<file path="config.mk">
export PLATFORM = sky130hd
export DESIGN_NAME = mips150_lsu_flat
export DESIGN_NICKNAME = d
export VERILOG_FILES = /design/src/rtl/mips150_lsu_if.sv /design/src/rtl/mips150_lsu.sv /design/src/flat_wrapper.sv
export SDC_FILE = /design/constraint.sdc
export NUM_CORES = 1
export LEC_CHECK = 0
export CAP_MARGIN = 20
export CORE_UTILIZATION = 45
export DETAILED_ROUTE_END_ITERATION = 8
export PLACE_DENSITY_LB_ADDON = 0.08
export RECOVER_POWER = 50
export SYNTH_ARGS = -nofsm -noshare
export SYNTH_HDL_FRONTEND = slang
export SYNTH_SLANG_ARGS = --single-unit
</file>
<file path="constraint.sdc">
create_clock -name clk -period 4 [get_ports clk]
set_input_delay 0.8 -clock clk [delete_from_list [all_inputs] [get_ports clk]]
set_output_delay 0.8 -clock clk [all_outputs]
set_load 0.03 [all_outputs]
</file>
<file path="src/rtl/mips150_lsu_if.sv">
// mips150_lsu_if: request, memory-port and writeback signals of the MIPS150
// load/store unit, bundled so the pipeline, memory and LSU share one definition.
// The slave modport is the LSU itself. The master modport is the surrounding
// pipeline and memory system that feeds requests and answers memory traffic.
`timescale 1ns/1ps
interface mips150_lsu_if #(
   parameter int DATA_W = 32,
   parameter int ADDR_W = 32
);
   localparam int NB = DATA_W / 8;

   logic              req_valid;
   logic              req_ready;
   logic              req_store;
   logic [1:0]        req_size;
   logic              req_unsigned;
   logic [ADDR_W-1:0] req_addr;
   logic [DATA_W-1:0] req_wdata;
   logic [4:0]        req_rd;

   logic              mem_valid;
   logic              mem_ready;
   logic [1:0]        mem_sel;
   logic [ADDR_W-1:0] mem_addr;
   logic [NB-1:0]     mem_we;
   logic [DATA_W-1:0] mem_wdata;
   logic              mem_rvalid;
   logic [DATA_W-1:0] mem_rdata;

   logic              wb_valid;
   logic [4:0]        wb_rd;
   logic [DATA_W-1:0] wb_data;

   logic              busy;
   logic              misalign;
   logic [ADDR_W-1:0] bad_addr;

   modport master (
      output req_valid, req_store, req_size, req_unsigned, req_addr, req_wdata, req_rd,
      output mem_ready, mem_rvalid, mem_rdata,
      input  req_ready, mem_valid, mem_sel, mem_addr, mem_we, mem_wdata,
      input  wb_valid, wb_rd, wb_data, busy, misalign, bad_addr
   );

   modport slave (
      input  req_valid, req_store, req_size, req_unsigned, req_addr, req_wdata, req_rd,
      input  mem_ready, mem_rvalid, mem_rdata,
      output req_ready, mem_valid, mem_sel, mem_addr, mem_we, mem_wdata,
      output wb_valid, wb_rd, wb_data, busy, misalign, bad_addr
   );
endinterface

</file>
<file path="src/rtl/mips150_lsu.sv">
// mips150_lsu: multi-cycle load/store unit for the MIPS150 memory stage.
// It takes one request at a time, decodes the region (DMEM/IMEM/IO), and drives
// a ready/valid memory port that can be stalled indefinitely. Loads come back
// sign- or zero-extended on a one-cycle writeback pulse. The byte order is
// big-endian: byte offset k sits in the top lanes.
// Optional feature macro: LSU_MISALIGN_TRAP_EN. When it is defined, misaligned
// requests are dropped and reported. When it is undefined, the low address bits
// are forced to zero and the access proceeds, as the legacy MIPS150 did.
`timescale 1ns/1ps
module mips150_lsu #(
   parameter int DATA_W = 32,
   parameter int ADDR_W = 32
) (
   input logic          clk,
   input logic          rst,
   mips150_lsu_if.slave bus
);
   localparam int NB   = DATA_W / 8;
   localparam int OFFW = $clog2(NB);

   typedef enum logic [1:0] {IDLE, ISSUE, WAIT} state_t;

   state_t            state, stateNext;
   logic [1:0]        memSel, memSelNext;
   logic [ADDR_W-1:0] memAddr, memAddrNext;
   logic [NB-1:0]     memWe, memWeNext;
   logic [DATA_W-1:0] memWdata, memWdataNext;
   logic              isStore, isStoreNext;
   logic [OFFW-1:0]   ldOff, ldOffNext;
   logic [3:0]        ldBytes, ldBytesNext;
   logic              ldUnsigned, ldUnsignedNext;
   logic [4:0]        ldRd, ldRdNext;
   logic              wbValid, wbValidNext;
   logic [4:0]        wbRd, wbRdNext;
   logic [DATA_W-1:0] wbData, wbDataNext;
   logic              misalignQ, misalignNext;
   logic [ADDR_W-1:0] badAddr, badAddrNext;

   logic [1:0]        effSize;
   logic [3:0]        reqBytes;
   logic [3:0]        lowMask;
   logic [ADDR_W-1:0] alignedAddr;
   logic [OFFW-1:0]   reqOff;
   logic [1:0]        reqSel;
   logic [NB-1:0]     storeWe;
   logic [DATA_W-1:0] storeData;
   logic [DATA_W-1:0] loadData;
   logic              signBit;
   logic              trapHit;

   // A dword on a 32-bit datapath behaves as a word. The access is then aligned
   // to its own size, and the region is picked from the top address bits.
   always_comb begin
      effSize = bus.req_size;
      if (DATA_W == 32 && bus.req_size == 2'b11) effSize = 2'b10;
      reqBytes    = 4'd1 << effSize;
      lowMask     = reqBytes - 4'd1;
      alignedAddr = {bus.req_addr[ADDR_W-1:4], bus.req_addr[3:0] & ~lowMask};
      reqOff      = alignedAddr[OFFW-1:0];
      if (bus.req_addr[ADDR_W-1])                          reqSel = 2'b10;
      else if (bus.req_store && bus.req_addr[ADDR_W-3])    reqSel = 2'b01;
      else                                                 reqSel = 2'b00;
   end

`ifdef LSU_MISALIGN_TRAP_EN
   assign trapHit = |(bus.req_addr[3:0] & lowMask);
`else
   assign trapHit = 1'b0;
`endif

   // Place the right-justified store bytes into the lanes that start at the
   // byte offset. Lane k is the most significant byte still free.
   always_comb begin
      storeWe   = '0;
      storeData = '0;
      for (int i = 0; i < NB; i++) begin
         if (i >= int'(reqOff) && i < int'(reqOff) + int'(reqBytes)) begin
            storeWe[NB-1-i] = 1'b1;
            storeData[DATA_W-1-8*i -: 8] =
               bus.req_wdata[8*(int'(reqOff) + int'(reqBytes) - 1 - i) +: 8];
         end
      end
   end

   // Pull the latched lanes out of the returned word, right-justify them, and
   // fill the upper bytes with the sign bit (or with zero for unsigned loads).
   always_comb begin
      loadData = '0;
      signBit  = bus.mem_rdata[DATA_W-1-8*int'(ldOff)] & ~ldUnsigned;
      for (int j = 0; j < NB; j++) begin
         if (j < int'(ldBytes))
            loadData[8*j +: 8] =
               bus.mem_rdata[DATA_W-1-8*(int'(ldOff) + int'(ldBytes) - 1 - j) -: 8];
         else
            loadData[8*j +: 8] = {8{signBit}};
      end
   end

   // Next-state and next-register logic. Everything holds by default. The
   // writeback and misalign strobes default low, so each is a single-cycle pulse.
   always_comb begin
      stateNext      = state;
      memSelNext     = memSel;
      memAddrNext    = memAddr;
      memWeNext      = memWe;
      memWdataNext   = memWdata;
      isStoreNext    = isStore;
      ldOffNext      = ldOff;
      ldBytesNext    = ldBytes;
      ldUnsignedNext = ldUnsigned;
      ldRdNext       = ldRd;
      wbValidNext    = 1'b0;
      wbRdNext       = wbRd;
      wbDataNext     = wbData;
      misalignNext   = 1'b0;
      badAddrNext    = badAddr;
      case (state)
         IDLE: begin
            if (bus.req_valid) begin
               if (trapHit) begin
                  misalignNext = 1'b1;
                  badAddrNext  = bus.req_addr;
               end else begin
                  stateNext      = ISSUE;
                  memSelNext     = reqSel;
                  memAddrNext    = {alignedAddr[ADDR_W-1:OFFW], {OFFW{1'b0}}};
                  memWeNext      = bus.req_store ? storeWe : '0;
                  memWdataNext   = bus.req_store ? storeData : '0;
                  isStoreNext    = bus.req_store;
                  ldOffNext      = reqOff;
                  ldBytesNext    = reqBytes;
                  ldUnsignedNext = bus.req_unsigned;
                  ldRdNext       = bus.req_rd;
               end
            end
         end
         ISSUE: begin
            if (bus.mem_ready) stateNext = isStore ? IDLE : WAIT;
         end
         WAIT: begin
            if (bus.mem_rvalid) begin
               wbValidNext = 1'b1;
               wbRdNext    = ldRd;
               wbDataNext  = loadData;
               stateNext   = IDLE;
            end
         end
         default: stateNext = IDLE;
      endcase
   end

   // State and output registers. A synchronous reset aborts any operation in
   // flight, so a late read response finds the unit idle and is dropped.
   always_ff @(posedge clk) begin
      if (rst) begin
         state      <= IDLE;
         memSel     <= '0;
         memAddr    <= '0;
         memWe      <= '0;
         memWdata   <= '0;
         isStore    <= 1'b0;
         ldOff      <= '0;
         ldBytes    <= '0;
         ldUnsigned <= 1'b0;
         ldRd       <= '0;
         wbValid    <= 1'b0;
         wbRd       <= '0;
         wbData     <= '0;
         misalignQ  <= 1'b0;
         badAddr    <= '0;
      end else begin
         state      <= stateNext;
         memSel     <= memSelNext;
         memAddr    <= memAddrNext;
         memWe      <= memWeNext;
         memWdata   <= memWdataNext;
         isStore    <= isStoreNext;
         ldOff      <= ldOffNext;
         ldBytes    <= ldBytesNext;
         ldUnsigned <= ldUnsignedNext;
         ldRd       <= ldRdNext;
         wbValid    <= wbValidNext;
         wbRd       <= wbRdNext;
         wbData     <= wbDataNext;
         misalignQ  <= misalignNext;
         badAddr    <= badAddrNext;
      end
   end

   assign bus.req_ready = (state == IDLE);
   assign bus.busy      = (state != IDLE);
   assign bus.mem_valid = (state == ISSUE);
   assign bus.mem_sel   = memSel;
   assign bus.mem_addr  = memAddr;
   assign bus.mem_we    = memWe;
   assign bus.mem_wdata = memWdata;
   assign bus.wb_valid  = wbValid;
   assign bus.wb_rd     = wbRd;
   assign bus.wb_data   = wbData;
   assign bus.misalign  = misalignQ;
   assign bus.bad_addr  = badAddr;
endmodule

</file>
<file path="src/flat_wrapper.sv">
// flat-port wrapper written by rule: the top's interface ports become plain ports
module mips150_lsu_flat 
#(
   parameter int DATA_W = 32,
   parameter int ADDR_W = 32
)
  (clk, rst, bus_req_valid, bus_req_store, bus_req_size, bus_req_unsigned, bus_req_addr, bus_req_wdata, bus_req_rd, bus_mem_ready, bus_mem_rvalid, bus_mem_rdata, bus_req_ready, bus_mem_valid, bus_mem_sel, bus_mem_addr, bus_mem_we, bus_mem_wdata, bus_wb_valid, bus_wb_rd, bus_wb_data, bus_busy, bus_misalign, bus_bad_addr);
  mips150_lsu_if #(.DATA_W(DATA_W), .ADDR_W(ADDR_W)) bus_i ();
  input logic clk;
  input logic rst;
  input wire logic [$bits(bus_i.req_valid)-1:0] bus_req_valid;
  input wire logic [$bits(bus_i.req_store)-1:0] bus_req_store;
  input wire logic [$bits(bus_i.req_size)-1:0] bus_req_size;
  input wire logic [$bits(bus_i.req_unsigned)-1:0] bus_req_unsigned;
  input wire logic [$bits(bus_i.req_addr)-1:0] bus_req_addr;
  input wire logic [$bits(bus_i.req_wdata)-1:0] bus_req_wdata;
  input wire logic [$bits(bus_i.req_rd)-1:0] bus_req_rd;
  input wire logic [$bits(bus_i.mem_ready)-1:0] bus_mem_ready;
  input wire logic [$bits(bus_i.mem_rvalid)-1:0] bus_mem_rvalid;
  input wire logic [$bits(bus_i.mem_rdata)-1:0] bus_mem_rdata;
  output wire logic [$bits(bus_i.req_ready)-1:0] bus_req_ready;
  output wire logic [$bits(bus_i.mem_valid)-1:0] bus_mem_valid;
  output wire logic [$bits(bus_i.mem_sel)-1:0] bus_mem_sel;
  output wire logic [$bits(bus_i.mem_addr)-1:0] bus_mem_addr;
  output wire logic [$bits(bus_i.mem_we)-1:0] bus_mem_we;
  output wire logic [$bits(bus_i.mem_wdata)-1:0] bus_mem_wdata;
  output wire logic [$bits(bus_i.wb_valid)-1:0] bus_wb_valid;
  output wire logic [$bits(bus_i.wb_rd)-1:0] bus_wb_rd;
  output wire logic [$bits(bus_i.wb_data)-1:0] bus_wb_data;
  output wire logic [$bits(bus_i.busy)-1:0] bus_busy;
  output wire logic [$bits(bus_i.misalign)-1:0] bus_misalign;
  output wire logic [$bits(bus_i.bad_addr)-1:0] bus_bad_addr;
  assign bus_i.req_valid = bus_req_valid;
  assign bus_i.req_store = bus_req_store;
  assign bus_i.req_size = bus_req_size;
  assign bus_i.req_unsigned = bus_req_unsigned;
  assign bus_i.req_addr = bus_req_addr;
  assign bus_i.req_wdata = bus_req_wdata;
  assign bus_i.req_rd = bus_req_rd;
  assign bus_i.mem_ready = bus_mem_ready;
  assign bus_i.mem_rvalid = bus_mem_rvalid;
  assign bus_i.mem_rdata = bus_mem_rdata;
  assign bus_req_ready = bus_i.req_ready;
  assign bus_mem_valid = bus_i.mem_valid;
  assign bus_mem_sel = bus_i.mem_sel;
  assign bus_mem_addr = bus_i.mem_addr;
  assign bus_mem_we = bus_i.mem_we;
  assign bus_mem_wdata = bus_i.mem_wdata;
  assign bus_wb_valid = bus_i.wb_valid;
  assign bus_wb_rd = bus_i.wb_rd;
  assign bus_wb_data = bus_i.wb_data;
  assign bus_busy = bus_i.busy;
  assign bus_misalign = bus_i.misalign;
  assign bus_bad_addr = bus_i.bad_addr;
  mips150_lsu #(.DATA_W(DATA_W), .ADDR_W(ADDR_W)) u_core (.clk(clk), .rst(rst), .bus(bus_i));
endmodule
</file>
Word level (Yosys, flattened, before mapping)
Cells that the tools add are included.
{"block": "word_totals", "reg_bits": 121, "latch_bits": 0, "ram_bits": 0, "rom_bits": 0, "input_bits": 110, "output_inout_bits": 144, "elab_cells": 97, "memories": 0}
{"block": "op_classes", "addsub": 16, "multipliers": 0, "n_div": 0, "order_cmp": 12, "n_eq_ne": 6, "shift": 9, "n_mux": 26, "n_bitwise": 5, "reduce_logical": 10}
{"op": "variable part select 39 x 32 -> 8 bit", "n": 4}
{"op": "variable part select 32 x 32 -> 8 bit", "n": 4}
{"op": "subtractor 6 x 32 -> 32 bit (first input constant)", "n": 4}
{"op": "subtractor 29 x 3 -> 29 bit (second input constant)", "n": 4}
{"op": "subtractor 29 x 2 -> 29 bit (second input constant)", "n": 3}
{"op": "less-than comparator 3 x 32 -> 1 bit (first input constant)", "n": 2}
{"op": "two-way mux 8 bit", "n": 8}
{"op": "less-than comparator 2 x 32 -> 1 bit (first input constant)", "n": 1}
{"op": "less-than comparator 32 x 7 -> 1 bit (second input constant)", "n": 1}
{"op": "two-way mux 32 bit", "n": 1}
{"op": "two-way mux 2 bit", "n": 6}
{"op": "adder 2 x 4 -> 5 bit", "n": 2}
{"op": "less-than comparator 1 x 4 -> 1 bit (first input constant)", "n": 2}
{"op": "less-than comparator 2 x 4 -> 1 bit (first input constant)", "n": 2}
{"op": "two-way mux 1 bit", "n": 8}
{"op": "!= test 2 bit (second input constant)", "n": 3}
{"op": "one-hot mux 2 bit (3 select lines)", "n": 1}
{"op": "subtractor 5 x 1 -> 6 bit (second input constant)", "n": 1}
{"op": "subtractor 5 x 5 -> 6 bit (first input constant)", "n": 1}
{"op": "binary-select mux 1 bit (select 5 bit)", "n": 1}
{"op": "less-than comparator 1 x 5 -> 1 bit (first input constant)", "n": 1}
{"op": "AND 4 bit", "n": 1}
{"op": "equality test 2 bit (second input constant)", "n": 2}
{"op": ">= comparator 1 x 2 -> 1 bit (first input constant)", "n": 2}
{"op": "other kinds (14)", "n": 19}

Longest topological paths before layout
{"block": "logic_depth", "depth_word": 12, "depth_mapped": 14, "mapped_depth_nobuf": 13}

Least setup slack after synthesis
Ideal clock, no wire load.
{"block": "synth_path", "path_kind": "register -> register", "from": "register u_core.ldBytes[1]", "to": "register u_core.wbData[10] (netlist: u_core.bus.wb_data[10])", "setup_ns": 0.078, "arrival_time_ns": 3.385, "t_required_ns": 3.922, "path_slack_ns": 0.537, "stages_incl_launch_ff": 15, "path_cell_list": "dfxtp_1 > inv_1 > ha_1 > inv_1 > ha_1 > clkbuf_1 > inv_2 > clkbuf_1 > ha_1 > a21boi_0 > xnor2_1 > ha_1 > nor3b_1 > o2111ai_1 > o22ai_1"}
{"block": "synth_via", "elab_chain_len": 6}
{"item": "start: declaration", "line": "mips150_lsu.sv:30", "source": "logic [3:0] ldBytes, ldBytesNext;"}
{"item": "start signal: assignment", "line": "mips150_lsu.sv:179", "source": "ldBytes <= ldBytesNext;"}
{"item": "adder 2 x 4 -> 5 bit", "line": "mips150_lsu.sv:93", "source": "bus.mem_rdata[DATA_W-1-8*(int'(ldOff) + int'(ldBytes) - 1 - j) -: 8];"}
{"item": "subtractor 5 x 1 -> 6 bit", "line": "mips150_lsu.sv:93"}
{"item": "subtractor 29 x 2 -> 29 bit", "line": "mips150_lsu.sv:93"}
{"item": "subtractor 6 x 32 -> 32 bit", "line": "mips150_lsu.sv:93"}
{"item": "variable part select 39 x 32 -> 8 bit", "line": "mips150_lsu.sv:93"}
{"item": "two-way mux 8 bit (*)", "line": "mips150_lsu.sv:91", "source": "if (j < int'(ldBytes))"}
{"item": "end signal: assignment", "line": "mips150_lsu.sv:184", "source": "wbData <= wbDataNext;"}
{"item": "end: declaration", "line": "mips150_lsu.sv:35", "source": "logic [DATA_W-1:0] wbData, wbDataNext;"}
Every way passes the cells marked *; elsewhere a longest branch is shown, timed or not.
A chain may end at the register's enable or synchronous reset.

Worst setup path in the final report
{"block": "layout_path", "from": "input bus_req_valid", "to": "register u_core.memWdata[28] (netlist: u_core.bus.mem_wdata[28])"}
{"block": "layout_via", "elab_chain_len": 1}
{"item": "start: declaration", "line": "flat_wrapper.sv:11", "source": "input wire logic [$bits(bus_i.req_valid)-1:0] bus_req_valid;"}
{"item": "AND reduction 2 bit (no line)"}
{"item": "end signal: assignment", "line": "mips150_lsu.sv:176", "source": "memWdata <= memWdataNext;"}
{"item": "end: declaration", "line": "mips150_lsu.sv:27", "source": "logic [DATA_W-1:0] memWdata, memWdataNext;"}
Every way passes these cells.

==> metrics.md <==
| Metric | Value |
|---|---|
| Status | finished with violations |
| Failing checks | max-capacitance violations, max-slew violations |
| Hold WS | 0.448 ns |
| Ys flop type | dfxtp_1 |
| Die Width | 126 um |
| Antenna cells | 0 |
| Post-synthesis cell count | 732 |
| First-pass GRT wire length | 31,400 um |
| Peak supply drop | 0.307 mV |
| FFs w/ async S/R, synth | 0% |
| Die area | approximately 16,000 um2 |
| Starting Density | 45.8% |
| CTS H-tree depth | 4 |
| GP Congestion | 0.950 |
| Max stage delay cell, worst path | clkbuf_1 |
| Area of the mapped netlist | 6930 um2 |
| # setup viols final | 0 |
| Worst-margin pin slew | 2.71 ns |
| Seq/Total Area, Yosys | 34.7% |
| Root buf cell | clkbuf_16 |
| Max FO, Critical Path | 48 |
| Final setup skew | 0.00799 ns |
| Critical R2R Launch | u_core.ldOff[1] |
| Post-synth top area cell | dfxtp_1 |
| CTS tree | done |
| Hold depth | 2 |
| # hold bufs at CTS | 0 |
| Most frequent cell after synthesis | dfxtp_1 |
| Grt ovf | 0 |
| M1 wire length | 8350 um |
| Placed insts | 1,103 |
| Synth warn | 0 |
| Cts bufs inserted | 17 |
| Core Area | 15,100 um2 |
| Clock Path Buffers | 2 |
| Post-synth top area share | between 30% and 40% |
| CTS sink cnt | 120 |
| DR pass1 iterations | 5 |
| Final wirelength | 19,900 um |
| Final instance area | 9740 um2 |
| Met2 wire len | 9380 um |
| # IOs | about 250 |
| Dpl cell area | about 9000 um2 |
| WP data required | 4.31 ns |
| Reg2reg end | u_core.bus.wb_data[27] |
| RSZ-0062 raised after global routing | no |
| Mean area per synthesized cell | 9.47 um2 |
| Initial drt markers | 362 |
| Hold crit path type | reg -> reg |
| Top sig layer | met5 |
| Reg2Reg Depth | 13 |
| Post_cts resized | 0 |
| Share of cells above drive strength 1 | about a tenth |
| Reg clk slew, reported paths | 0.06 ns |
| Worst Setup Start Kind | input pin |
| Slew headroom | -80.7% |
| WHS Endpoint | u_core.bus.wb_rd[0] |
| FF+latch count, synth | 120 |
| GRT Overall Usage | 25.1% |
| Nets@finish | 1,068 |
| Area Overhead vs Synth | 40.5% |
| Number of flops mapped to enable cells by yosys | 0 |
| Worst skew pair latency | 0.42 ns |
| PD cells | 399 nW/um2 |
| Peak Freq | 282 MHz |
| Routed met3 length | 1550 um |
| Residual DRC count | 0 |
| Slew Limit Fails | 114 |
| Initial antenna violation count | 1 |
| Num rows | 45 |
| Final worst-path cycle share | 88.5% |
| Crit. End Element | flop |
| Critical Path AT | about 3.9 ns |
| Vias in the first global route | 6,115 |
| Crit Path Class | in -> reg |
| Maxcap violations | 2 |
| Top cells by count, synth | dfxtp_1, nand2_1, a21oi_1 |
| Vias | 6,390 |
| Tmin final | 3.54 ns |
| Hold_sp | u_core.bus.wb_rd[0] |
| Final hold violation count | 0 |
| ANT nets after route | 0 |
| FILL cells | 1,261 |
| Finished Layout Cells | 1,136 |
| Largest net degree at the start of global routing | 65 |
| Post-CTS Setup Repair Bufs | 0 |
| Fin util | 64.3% |
| Die Ht | 126 um |
| Reg2reg setup slack | 0.46 ns |
| PortBufs | 218 |
| Setup_tns | 0 ns |
| Leakage power | ~3.8 nW |
| Critical-path cell list | dlygate4sd3_1 > nor3b_1 > clkbuf_1 > nor2_1 > buf_4 > a22o_1 |
| WL/cell | 17.5 um |
| Largest cells by area after synthesis | dfxtp_1, mux4_2, mux2i_1 |
| Avg Vias per Cell | 5.63 |
| Synth cell types | 57 |
| Worst path max stage delay | roughly 1.5 ns |
| Dpl hpwl | roughly 15,000 um |
## state kept, by name, summed over array words and instances, names as in the netlist
signal / flops
u_core.bus.mem_wdata: 32
u_core.bus.wb_data: 32
u_core.bus.mem_addr: 29
u_core.bus.wb_rd: 5
u_core.ldRd: 5
u_core.bus.mem_we: 4
u_core.ldBytes: 4
u_core.bus.mem_sel: 2
u_core.ldOff: 2
u_core.state: 2
u_core.bus.wb_valid: 1
u_core.isStore: 1
u_core.ldUnsigned: 1
## layer usage
metal,up-vias,track usage (%)
li1,3042,-
met1,3033,30.7
met2,271,40.5
met3,42,7.60
met4,2,11.6
met5,-,0
## cell type report
class	instances	area, um2	area share, %
Clock buffer	18	439	4.51
Tap cell	188	235	2.41
Multi-Input combinational cell	538	4050	41.6
Inverter	20	82.6	0.848
Timing Repair Buffer	238	2330	23.9
Clock inverter	14	196	2.02
Sequential cell	120	2400	24.7
## per-stage QoR
stage | setup WS (ns) | power (mW)
after floorplan | 0.537 | 1.94
after global placement | 0.256 | 2.25
after detailed placement | 0.113 | 2.27
after CTS | 0.480 | 3.92
after global routing | 0.182 | 4.05
final | 0.460 | 3.89
## worst max-delay path: cells and delay by family
kind / cells / cell delay (ns)
buffers and inverters: 3 / 2.47
and+or+nand+nor: 2 / 0.31
AOI/OAI and AO/OA: 1 / 0.26
## cells by family (layout without fill, tap and decap cells)
group,Yosys count,count (layout),synth area share [%]
muxes,89,89,18.9
and+or+nand+nor,181,181,12.1
buffers and inverters,108,290,8.79
AOI/OAI and AO/OA,192,192,18.5
DFF,120,120,34.7
other,1,35,0.0541
xor gates and xnor gates,18,18,2.78
adders and majority gates,23,23,4.26
## layout by cell type, fill, tap and decap left out, types with 22 or more instances in the layout
master,count
a21oi_1,60
o2111ai_1,22
o22ai_1,25
dfxtp_1,120
o21ai_0,32
mux2i_1,57
conb_1,35
clkdlybuf4s50_1,155
dlygate4sd3_1,62
nand2_1,117
mux4_2,27
## power breakdown
group / switching, mW / internal (mW)
clock: 0.581 / 1.06
combinational: 0.545 / 0.429
sequential: 0.0291 / 1.24
total: 1.15 / 2.74
## how the worst max path moves through the flow
stage,start,endpoint,slack [ns],depth (start not counted)
2_1_floorplan,u_core.ldBytes[1],u_core.bus.wb_data[10],0.54,14
3_3_place_gp,bus_req_addr[1],u_core.bus.mem_wdata[29],0.26,11
3_5_place_dp,bus_req_addr[1],u_core.bus.mem_wdata[28],0.11,11
4_1_cts,u_core.ldBytes[1],u_core.bus.wb_data[27],0.48,13
5_1_grt,bus_req_valid,u_core.bus.mem_wdata[0],0.18,6
6_report,bus_req_valid,u_core.bus.mem_wdata[28],0.46,6
Power figures use the tool's default switching activity.
